--- config.mk ---
export PLATFORM = sky130hd
export DESIGN_NAME = req_encoder_seq
export DESIGN_NICKNAME = d
export VERILOG_FILES = /design/src/rtl/req_encoder_seq.sv
export SDC_FILE = /design/constraint.sdc
export NUM_CORES = 1
export LEC_CHECK = 0
export ABC_CLOCK_PERIOD_IN_PS = 1700
export BUFFER_PORTS_ARGS = -buffer_cell sky130_fd_sc_hd__buf_2
export CAP_MARGIN = 20
export CORE_MARGIN = 1.5
export CORE_UTILIZATION = 38
export DETAILED_ROUTE_END_ITERATION = 6
export SYNTH_ARGS = -nofsm -noshare
export SYNTH_HDL_FRONTEND = slang
export SYNTH_SLANG_ARGS = --single-unit
--- constraint.sdc ---
create_clock -name clk -period 1.7 [get_ports clk]
set_clock_uncertainty 0.05 [all_clocks]
set_input_delay 0.17 -clock clk [delete_from_list [all_inputs] [get_ports clk]]
set_output_delay 0.17 -clock clk [all_outputs]
set_load 0.005 [all_outputs]
--- src/rtl/req_encoder_seq.sv ---
`default_nettype none
// ============================================================================
// req_encoder_seq : captures a multi-hot request word and streams out the
//                   index of each set bit, lowest index first.  Rev 1.0
// ============================================================================
module req_encoder_seq #(
   parameter int N = 4
) (
   input  logic                 clk,
   input  logic                 rst_n,
   input  logic [N-1:0]         req_in,
   input  logic                 req_valid,
   output logic                 req_ready,
   output logic [$clog2(N)-1:0] idx_out,
   output logic                 idx_valid,
   input  logic                 idx_ready,
   output logic [N-1:0]         pending,
   output logic                 busy
);

   localparam int W = $clog2(N);

   typedef enum logic [0:0] {
      IDLE  = 1'b0,
      DRAIN = 1'b1
   } state_t;

   state_t         state_q, state_d;
   logic [N-1:0]   pending_q, pending_d;
   logic [W-1:0]   idx_out_q, idx_out_d;
   logic           idx_valid_q, idx_valid_d;
   logic [N-1:0]   nxt;

   // Scanning from the top down leaves the lowest set index as the final winner.
   function automatic logic [W-1:0] lowest_idx(input logic [N-1:0] v);
      lowest_idx = '0;
      for (int i = N - 1; i >= 0; i--) begin
         if (v[i]) lowest_idx = W'(i);
      end
   endfunction

   always_comb begin
      state_d     = state_q;
      pending_d   = pending_q;
      idx_out_d   = idx_out_q;
      idx_valid_d = idx_valid_q;
      nxt         = pending_q & ~({{(N-1){1'b0}}, 1'b1} << idx_out_q);
      case (state_q)
         IDLE: begin
            if (req_valid && (|req_in)) begin
               pending_d   = req_in;
               idx_out_d   = lowest_idx(req_in);
               idx_valid_d = 1'b1;
               state_d     = DRAIN;
            end
         end
         DRAIN: begin
            if (idx_valid_q && idx_ready) begin
               pending_d = nxt;
               if (|nxt) begin
                  idx_out_d = lowest_idx(nxt);
               end else begin
                  idx_valid_d = 1'b0;
                  state_d     = IDLE;
               end
            end
         end
         default: state_d = IDLE;
      endcase
   end

   always_ff @(posedge clk or negedge rst_n) begin
      if (!rst_n) begin
         state_q     <= IDLE;
         pending_q   <= '0;
         idx_out_q   <= '0;
         idx_valid_q <= 1'b0;
      end else begin
         state_q     <= state_d;
         pending_q   <= pending_d;
         idx_out_q   <= idx_out_d;
         idx_valid_q <= idx_valid_d;
      end
   end

   assign req_ready = (state_q == IDLE);
   assign busy      = (state_q == DRAIN);
   assign idx_out   = idx_out_q;
   assign idx_valid = idx_valid_q;
   assign pending   = pending_q;

endmodule
`default_nettype wire

==> results.sh <==
export IMPL_grt_util_met2=0.234
export IMPL_min_period_ps=1640
export IMPL_grt_pass1_vias=473
export IMPL_required_ps=1780
export IMPL_synth_area_per_cell_um2=9.79
export IMPL_cts_tree="yes"
export IMPL_async_flop_share=1.00
export IMPL_startpoint="idx_out[1]"
export IMPL_syn_nets=66
export IMPL_totalWireLength_um=1370
export IMPL_die_area_mm2=0.00174
export IMPL_detail_route_vias_per_cell=5.56
export IMPL_met3_usage=0.0696
export IMPL_p_switching_mw=0.123
export IMPL_pwr_share_clk=0.335
export IMPL_grt_usage=0.168
export IMPL_netlist_top_cells_area="dfrtp_1 35%, mux2_1 5.9%, nor2b_4 4.8%, a22o_1 4.6%, buf_6 4.0%"
export IMPL_nets=89
export IMPL_place_congestion=0.801
export IMPL_die_h_um=41.7
export IMPL_crit_path_end_kind="register"
export IMPL_slowest_delay_ps=440
export IMPL_crit_end="idx_out[1]"
export IMPL_use_met1=0.230
export IMPL_dp_hpwl_um=1050
export IMPL_ff2ff_path_depth=5
export IMPL_overflow=0
export IMPL_grt_most_used_layer="met2"
export IMPL_switching_share=0.274
export IMPL_finalHoldViolations=0
export IMPL_cts_htree_levels=1
export IMPL_r2r_start="idx_out[1]"
export IMPL_setup_tns_ps=0
export IMPL_slew_violations=0
export IMPL_slew_headroom=0.758
export IMPL_crit_slowest_cell="dfrtp_2"
export IMPL_p_comb_frac=0.188
export IMPL_antenna_left=0
export IMPL_clock_sinks=8
export IMPL_r2r_end="idx_out[1]"
export IMPL_ys_seq_elements=8
export IMPL_drt_wirelength_per_cell_um=14.5
export IMPL_fin_hold_ws_ps=70.7
export IMPL_clock_path_buffers=2
export IMPL_r2r_slack_ps=60
export IMPL_p_seq_frac=0.477
export IMPL_clk_latency_ps=260
export IMPL_final_util=0.520
export IMPL_fmax_mhz=610
export IMPL_path_buf_inv=0
export IMPL_final_common_cell="buf_2"
export IMPL_synth_edf_count=0
export IMPL_fin_crit_sh=0.964
export IMPL_hold_path_class="primary input to register"
export IMPL_power_density_mw_per_mm2=641
export IMPL_crit_path_cell_trace="nand2b_1 > a31oi_1 > o32ai_2 > o21ai_2 > mux2_1"
export IMPL_cp_depth=5
export IMPL_path_max_fanout=7
export IMPL_ys_warnings_count=0
export IMPL_grt_pass1_wl_um=2150
export IMPL_seq_area_frac_synth=0.352
export IMPL_numPortBuffers=16
export IMPL_yosys_area_top_type="dfrtp_1"
export IMPL_ios=17
export IMPL_p_total_mw=0.450
export IMPL_status="finished, final reports clean"
export IMPL_maxCapViolations=0
export IMPL_drt_first_pass_iters=4
export IMPL_design_core_area_mm2=0.00135
export IMPL_setup_viol=0
export IMPL_tightest_slew_ps=363
export IMPL_synthFlopType="dfrtp_1"
export IMPL_antenna_cells=0
export IMPL_drc=0
export IMPL_synthesis_instances=58
export IMPL_cp_arrival_ps=1720
export IMPL_p_leak_nw=0.341
export IMPL_synth_top_area_share=0.352
export IMPL_startpoint_type="register"
export IMPL_antenna_found_initial=0
export IMPL_synth_area_um2=568
export IMPL_peakVddDrop_v=0.000287
export IMPL_cts_made_buffers=3
export IMPL_area_growth_pct=23.6
export IMPL_initial_core_util=0.421
export IMPL_grt_max_degree=11
export IMPL_rsz0062_at_grt="false"
export IMPL_post_cts_buffers=0
export IMPL_crit_type="register to register"
export IMPL_rows=13
export IMPL_via_count=523
export IMPL_die_w_um=41.7
export IMPL_path_clk_slew_ps=60
export IMPL_yosysUniqueCellTypes=29
export IMPL_p_int_mw=0.327
export IMPL_drive_gt1_frac=0.468
export IMPL_final_cell_mix="16 x buf_2, 6 x nand2_1, 6 x dfrtp_1"
export IMPL_initialDrtViolationCount=17
export IMPL_cts_root_buf="clkbuf_4"
export IMPL_critPathTopFamily="compound AO/OA/AOI/OAI gates"
## Yosys cell counts, types with 2 or more instances
cell type	n
o21ai_1	3
a21oi_1	3
dfrtp_1	8
nand3_1	2
o21ai_0	3
buf_6	2
nor2_1	3
mux2_1	3
nand2_1	6
a31oi_1	3
nor2b_4	2
a22o_1	3
## final cells by class
cell class / count / area, um^2
clock buffer: 3 / 22.5
multi-input combinational: 46 / 334
sequential: 8 / 203
tap: 15 / 18.8
timing repair buffer: 21 / 120
inverter: 1 / 3.75
fill: 143 / 648
## flip-flops by register name, summed over array words and instances (netlist names)
signal / cells
pending: 4
idx_out: 2
busy: 1
idx_valid: 1
## kinds of logic after synthesis
group | Yosys count | share of synthesized area
compound gates | 20 | 0.251
mux | 3 | 0.0595
flops | 8 | 0.352
simple gates | 23 | 0.278
buf+inv | 4 | 0.0595
## worst register-to-register path: stages (launching register included)
cell	delay (ps)
dfrtp_2	440
nand2b_1	170
a31oi_1	220
o32ai_2	140
o21ai_2	160
mux2_1	340
## worst min-delay path by stage
stage                   start          to  slack, ps  cells after the start
CTS                 idx_ready   idx_valid         70                      2
global route        idx_ready   idx_valid         70                      2
floorplan               rst_n        busy       -180                      0
finish              idx_ready   idx_valid         70                      2
global placement        rst_n  pending[0]        -20                      1
detailed placement      rst_n  pending[1]        -20                      1
## power by group through the flow
stage,sequential (mW),clock (mW),combinational (mW)
6_report,0.214,0.151,0.0848
5_1_grt,0.216,0.164,0.0935
2_1_floorplan,0.212,0,0.0529
3_3_place_gp,0.217,0,0.0822
4_1_cts,0.214,0.157,0.0853
3_5_place_dp,0.217,0,0.0830
## metrics by stage
step	area (um^2)	instances	worst slack (ps)
after CTS	701	94	18.3
after detailed placement	667	90	4.43
final	702	94	61.1
after global routing	702	94	11.4
after global placement	667	90	50.5
after floorplan	568	58	65.3
## routing by layer
layer	part of all wire	up-vias
li1	-	259
met1	0.47	242
met5	0	-
met2	0.44	20
met4	0.012	0
met3	0.072	2
## timing repair
item | CTS | global route
hold buffers | 1 | 0
pin swaps | 0 | 2
setup endpoints to repair | 2 | 2
resized for setup | 1 | 1
endpoints found under the hold margin | 8 | 0
Note: power is estimated with default switching activity, not from simulation.
